`src/rtl/jtframe_ioctl_dump.sv`:
```
// jtframe_ioctl_dump: serves HPS upload reads (ioctl) from core memory.
// Each accepted ioctl_rd launches a fetch on the dump_* port. A per-byte
// wait counter turns a missing dump_ok into 8'hFF. Out-of-range addresses
// answer immediately with all ones.
// Optional macro JTFRAME_MR_WIDEDUMP_EN: fetch a 16-bit word (two bytes)
// per read instead of a single byte.
module jtframe_ioctl_dump #(
  parameter int         AW    = 12,
  parameter logic [7:0] INDEX = 8'd2,
  parameter int         TOUT  = 63
) (
  input  logic          clk_rom,
  input  logic          rst_n,
  input  logic          ioctl_upload,
  input  logic [7:0]    ioctl_index,
  input  logic          ioctl_rd,
  input  logic [24:0]   ioctl_addr,
  output logic [15:0]   ioctl_din,
  output logic [AW-1:0] dump_addr,
  output logic          dump_rd,
  input  logic [7:0]    dump_data,
  input  logic          dump_ok,
  output logic          dump_active,
  output logic          dump_busy,
  output logic          err_tout,
  output logic          err_ovr
);

  // counter counts completed wait cycles; the fetch gives up on the cycle
  // that would make it reach TOUT, so dump_rd is high for TOUT cycles
  localparam int            CW    = (TOUT < 2) ? 1 : $clog2(TOUT + 1);
  localparam logic [CW-1:0] TLAST = CW'(TOUT - 1);

  typedef enum logic [1:0] {IDLE, REQ_LO, REQ_HI} state_t;

  state_t          state_q, state_d;
  logic [15:0]     din_q, din_d;
  logic [AW-1:0]   addr_q, addr_d;
  logic [CW-1:0]   cnt_q, cnt_d;
  logic            active_q;
  logic            tout_q, tout_d;
  logic            ovr_q, ovr_d;
  logic            tout_set, ovr_set;
  logic            match, rise, oor, tout_hit;
  logic [7:0]      byte_in;
`ifdef JTFRAME_MR_WIDEDUMP_EN
  logic [7:0]      lo_q, lo_d;
`endif

  assign match    = ioctl_upload && (ioctl_index == INDEX);
  assign rise     = match && !active_q;
  assign oor      = |ioctl_addr[24:AW];
  assign tout_hit = !dump_ok && (cnt_q == TLAST);
  assign byte_in  = dump_ok ? dump_data : 8'hFF;

  assign ioctl_din   = din_q;
  assign dump_addr   = addr_q;
  assign dump_rd     = (state_q != IDLE);
  assign dump_busy   = (state_q != IDLE);
  assign dump_active = active_q;
  assign err_tout    = tout_q;
  assign err_ovr     = ovr_q;

  // next state, fetch address, read data and error set requests
  always_comb begin
    state_d  = state_q;
    din_d    = din_q;
    addr_d   = addr_q;
    cnt_d    = cnt_q;
    tout_set = 1'b0;
    ovr_set  = ioctl_rd && (state_q != IDLE);
`ifdef JTFRAME_MR_WIDEDUMP_EN
    lo_d     = lo_q;
`endif
    case (state_q)
      IDLE: begin
        if (ioctl_rd && match) begin
          if (oor) begin
`ifdef JTFRAME_MR_WIDEDUMP_EN
            din_d = 16'hFFFF;
`else
            din_d = 16'h00FF;
`endif
          end else begin
            state_d = REQ_LO;
            cnt_d   = '0;
`ifdef JTFRAME_MR_WIDEDUMP_EN
            addr_d  = {ioctl_addr[AW-1:1], 1'b0};
`else
            addr_d  = ioctl_addr[AW-1:0];
`endif
          end
        end
      end
      REQ_LO: begin
        if (!ioctl_upload) begin
          state_d = IDLE;                // abort, keep old read data
        end else if (dump_ok || tout_hit) begin
          tout_set = !dump_ok;
`ifdef JTFRAME_MR_WIDEDUMP_EN
          lo_d      = byte_in;
          addr_d[0] = 1'b1;
          cnt_d     = '0;
          state_d   = REQ_HI;
`else
          din_d     = {8'h00, byte_in};
          state_d   = IDLE;
`endif
        end else begin
          cnt_d = cnt_q + 1'b1;
        end
      end
`ifdef JTFRAME_MR_WIDEDUMP_EN
      REQ_HI: begin
        if (!ioctl_upload) begin
          state_d = IDLE;
        end else if (dump_ok || tout_hit) begin
          tout_set = !dump_ok;
          din_d    = {byte_in, lo_q};
          state_d  = IDLE;
        end else begin
          cnt_d = cnt_q + 1'b1;
        end
      end
`endif
      default: state_d = IDLE;
    endcase
    // a new matching session wipes the sticky flags, even over a same-cycle set
    tout_d = rise ? 1'b0 : (tout_q | tout_set);
    ovr_d  = rise ? 1'b0 : (ovr_q  | ovr_set);
  end

  // state and datapath registers with synchronous reset
  always_ff @(posedge clk_rom) begin
    if (!rst_n) begin
      state_q  <= IDLE;
      din_q    <= '0;
      addr_q   <= '0;
      cnt_q    <= '0;
      active_q <= 1'b0;
      tout_q   <= 1'b0;
      ovr_q    <= 1'b0;
`ifdef JTFRAME_MR_WIDEDUMP_EN
      lo_q     <= '0;
`endif
    end else begin
      state_q  <= state_d;
      din_q    <= din_d;
      addr_q   <= addr_d;
      cnt_q    <= cnt_d;
      active_q <= match;
      tout_q   <= tout_d;
      ovr_q    <= ovr_d;
`ifdef JTFRAME_MR_WIDEDUMP_EN
      lo_q     <= lo_d;
`endif
    end
  end

endmodule

```
`config.mk`:
```
export PLATFORM = sky130hd
export DESIGN_NAME = jtframe_ioctl_dump
export DESIGN_NICKNAME = d
export VERILOG_FILES = /design/src/rtl/jtframe_ioctl_dump.sv
export SDC_FILE = /design/constraint.sdc
export NUM_CORES = 1
export LEC_CHECK = 0
export ABC_AREA = 1
export ABC_CLOCK_PERIOD_IN_PS = 4000
export BUFFER_PORTS_ARGS = -buffer_cell sky130_fd_sc_hd__buf_2
export CAP_MARGIN = 20
export CORE_AREA = 10 10 64 76
export DETAILED_ROUTE_END_ITERATION = 10
export DIE_AREA = 0 0 74 86
export PLACE_DENSITY_LB_ADDON = 0.25
export RECOVER_POWER = 50
export SLEW_MARGIN = 10
export SYNTH_ARGS = -nofsm -noshare
export SYNTH_HDL_FRONTEND = slang
export SYNTH_SLANG_ARGS = --single-unit
```
`constraint.sdc`:
```
create_clock -name clk_rom -period 4 [get_ports clk_rom]
set_input_delay 0.8 -clock clk_rom [delete_from_list [all_inputs] [get_ports clk_rom]]
set_output_delay 0.8 -clock clk_rom [all_outputs]
set_load 0.01 [all_outputs]
```
==> reports/metrics.cfg <==
[yosys]
synth_cells = 215
synth.distinct_cells = 31
syn_avg_cell_area_sq_um = 7.49
synth-seq-area-share_pct = 37.3
synth_seq_cells = 30
ys.flop_type = dfxtp_1
ys_warn_count = 0
synth.most_common_cell = nand2_1
synthTopCellsByArea = dfxtp_1 (37%), nand2_1 (10%), nand3_1 (8.1%), nor2_2 (7.0%), nor2_1 (6.5%)
postSynth.asyncResetShare_pct = 0
synth_edf_count = 0
synth_top_area_share_pct = 37.3
synthTopCellsByCount = nand2_1 (43), dfxtp_1 (30), nor2_1 (28)
synth_top_area_cell = dfxtp_1
netlist_area_sq_um = 1610

[global_routing]
use_met3_pct = 6.23
grt_pass1_wl_microns = 6670
grt_pass1_vias = 1559
grt_use_met2_pct = 22.6
met1_usage_pct = 12.5
antenna_found_initial = 0
gr-total-overflow = 0
grt-busiest-layer = met2
grt_usage_pct = 12.9
grt_max_degree = 17

[timing]
worstMarginPinSlew_ps = 1100
tns_ps = 0
max-slew-margin-rel_pct = 25.6
timing.hold.ws_ps = 462
rsz0062_at_grt = false
report.final.slew_viol_count = 0
finalWorstPathRequiredPeriod_ps = 2300
final-hold-violation-count = 0
fin_skew_ps = 5.84
fmax_mhz = 435
period_share_pct = 57.5
setup_violations = 0

[layout]
area_growth_pct = 23.5
finalNonFillerCells = 323
regArea_sq_um = 601
multiInputGateArea_sq_um = 846
diodes = 0
fillerInstances = 353
nets = 333
drive_gt1_share_pct = 31.1

[power]
power_leakage_uw = 0.000870
p_per_area_nw_per_um2 = 324
ir_drop_mv = 0.264

[die]
row_count = 23
die_y_microns = 86
io_pins = 79
die_area_sq_um = 6360
core_sq_um = 3370
die_w_microns = 74
start_util_pct = 47.8

[run_status]
status = finished, final reports clean

[detailed_routing]
drt-initial-drc-count = 31
finalWirelength_microns = 4020
route.detailed.drc = 0
wl_per_cell_microns = 12.4
drt_first_pass_iters = 4
ant_nets = 0
vias_per_cell = 4.72
num_vias = 1523

[clock_network]
cts.sinks = 30
cts_resized = 0
clock_tree.root_cell = clkbuf_8
htreeDepth = 2
cts_tree = built
clk_latency_ps = 290
hold_buffers = 0
clkTransAtPathRegs_ps = 70
postCtsSetupBuffers = 0
clock_path_buffers = 2
numCtsBuffers = 5

[placed_design]
dp_hpwl_microns = 3210
dp.cells = 315
place_congestion = 0.791
io_buffers = 70

[min_path]
hp-start = dump_addr[2]
hold_path.class = reg -> reg
holdPathStages = 2

[critical_path]
crit_fanout = 9
crit_start = ioctl_index[0]
worstPathArrival_ps = 2480
critical_path.endpoint_type = flip-flop
reg2reg_from = state_q[0]
start_kind = input port
reg2regPathDepth = 5
crit_type = in -> reg
required_ps = 4180

[job]
max-cap-violations = 0

-- worst max-delay path, stage by stage --
cell and delay [ps]:
buf_2 100, inv_1 40, nand2_1 40, nor2_1 100, nand3_1 160, o21ai_0 900
nand3_1 170, nand2_1 130, nor2_2 50
-- metal layers --
layer | wire length (microns) | vias up | part of all wire [%]
met5 | 0 | - | 0
met4 | 55 | 0 | 1.4
met3 | 363 | 8 | 9.0
met2 | 2060 | 40 | 51
met1 | 1540 | 671 | 38
li1 | - | 804 | -
-- layout make-up --
| cell class | count | area share, % |
|---|---|---|
| sequential | 30 | 30.2 |
| clock buffer | 5 | 3.46 |
| clock inverter | 3 | 2.26 |
| tap | 37 | 2.33 |
| timing repair buffer | 70 | 16.1 |
| inverter | 15 | 3.14 |
| multi-input combinational | 163 | 42.5 |
-- sequential cells by signal (all words and copies together) (netlist names) --
register	cells
cnt_q	6
dump_active	1
dump_addr	12
err_ovr	1
err_tout	1
ioctl_din	8
state_q	1
-- where the power goes --
| group | total, uW | internal, uW | switching, uW |
|---|---|---|---|
| combinational | 40.2 | 19.1 | 21.1 |
| sequential | 299 | 299 | 0.0693 |
| clock | 306 | 185 | 121 |
-- layout by cell type, fill, tap and decap left out, types with 2 or more instances in the layout --
cell type,instances
a21oi_1,16
a21oi_2,2
buf_2,46
clkbuf_1,24
clkbuf_8,5
clkinvlp_4,2
conb_1,8
dfxtp_1,30
ha_1,2
inv_1,11
inv_2,2
nand2_1,43
nand2_2,3
nand2_4,3
nand3_1,27
nor2_1,29
nor2_2,17
o21ai_0,3
-- kinds of logic after synthesis --
family / share of synthesized area, %
and+or+nand+nor: 42.1
DFF: 37.3
buffers and inverters: 10.6
AOI/OAI and AO/OA: 8.16
adders and majority gates: 1.55
other: 0.233
-- per-stage QoR --
step | cell area [sq um] | total power (uW) | worst slack (ps) | util, %
after detailed placement | 1920 | 346 | 1830 | 57.2
after global placement | 1920 | 346 | 1880 | 57.2
after floorplan | 1640 | 328 | 2180 | -
final | 1990 | 645 | 1700 | 59.1
after global routing | 1990 | 672 | 1430 | 59.1
after CTS | 2040 | 654 | 2010 | 60.5
-- worst paths after layout --
kind | to | slack [ps]
setup / recovery | ioctl_din[3] | 1700
hold / removal | dump_addr[2] | 460
hold reg to reg | dump_addr[2] | 460
setup reg to reg | ioctl_din[3] | 2330
(Power assumes the default switching activity.)
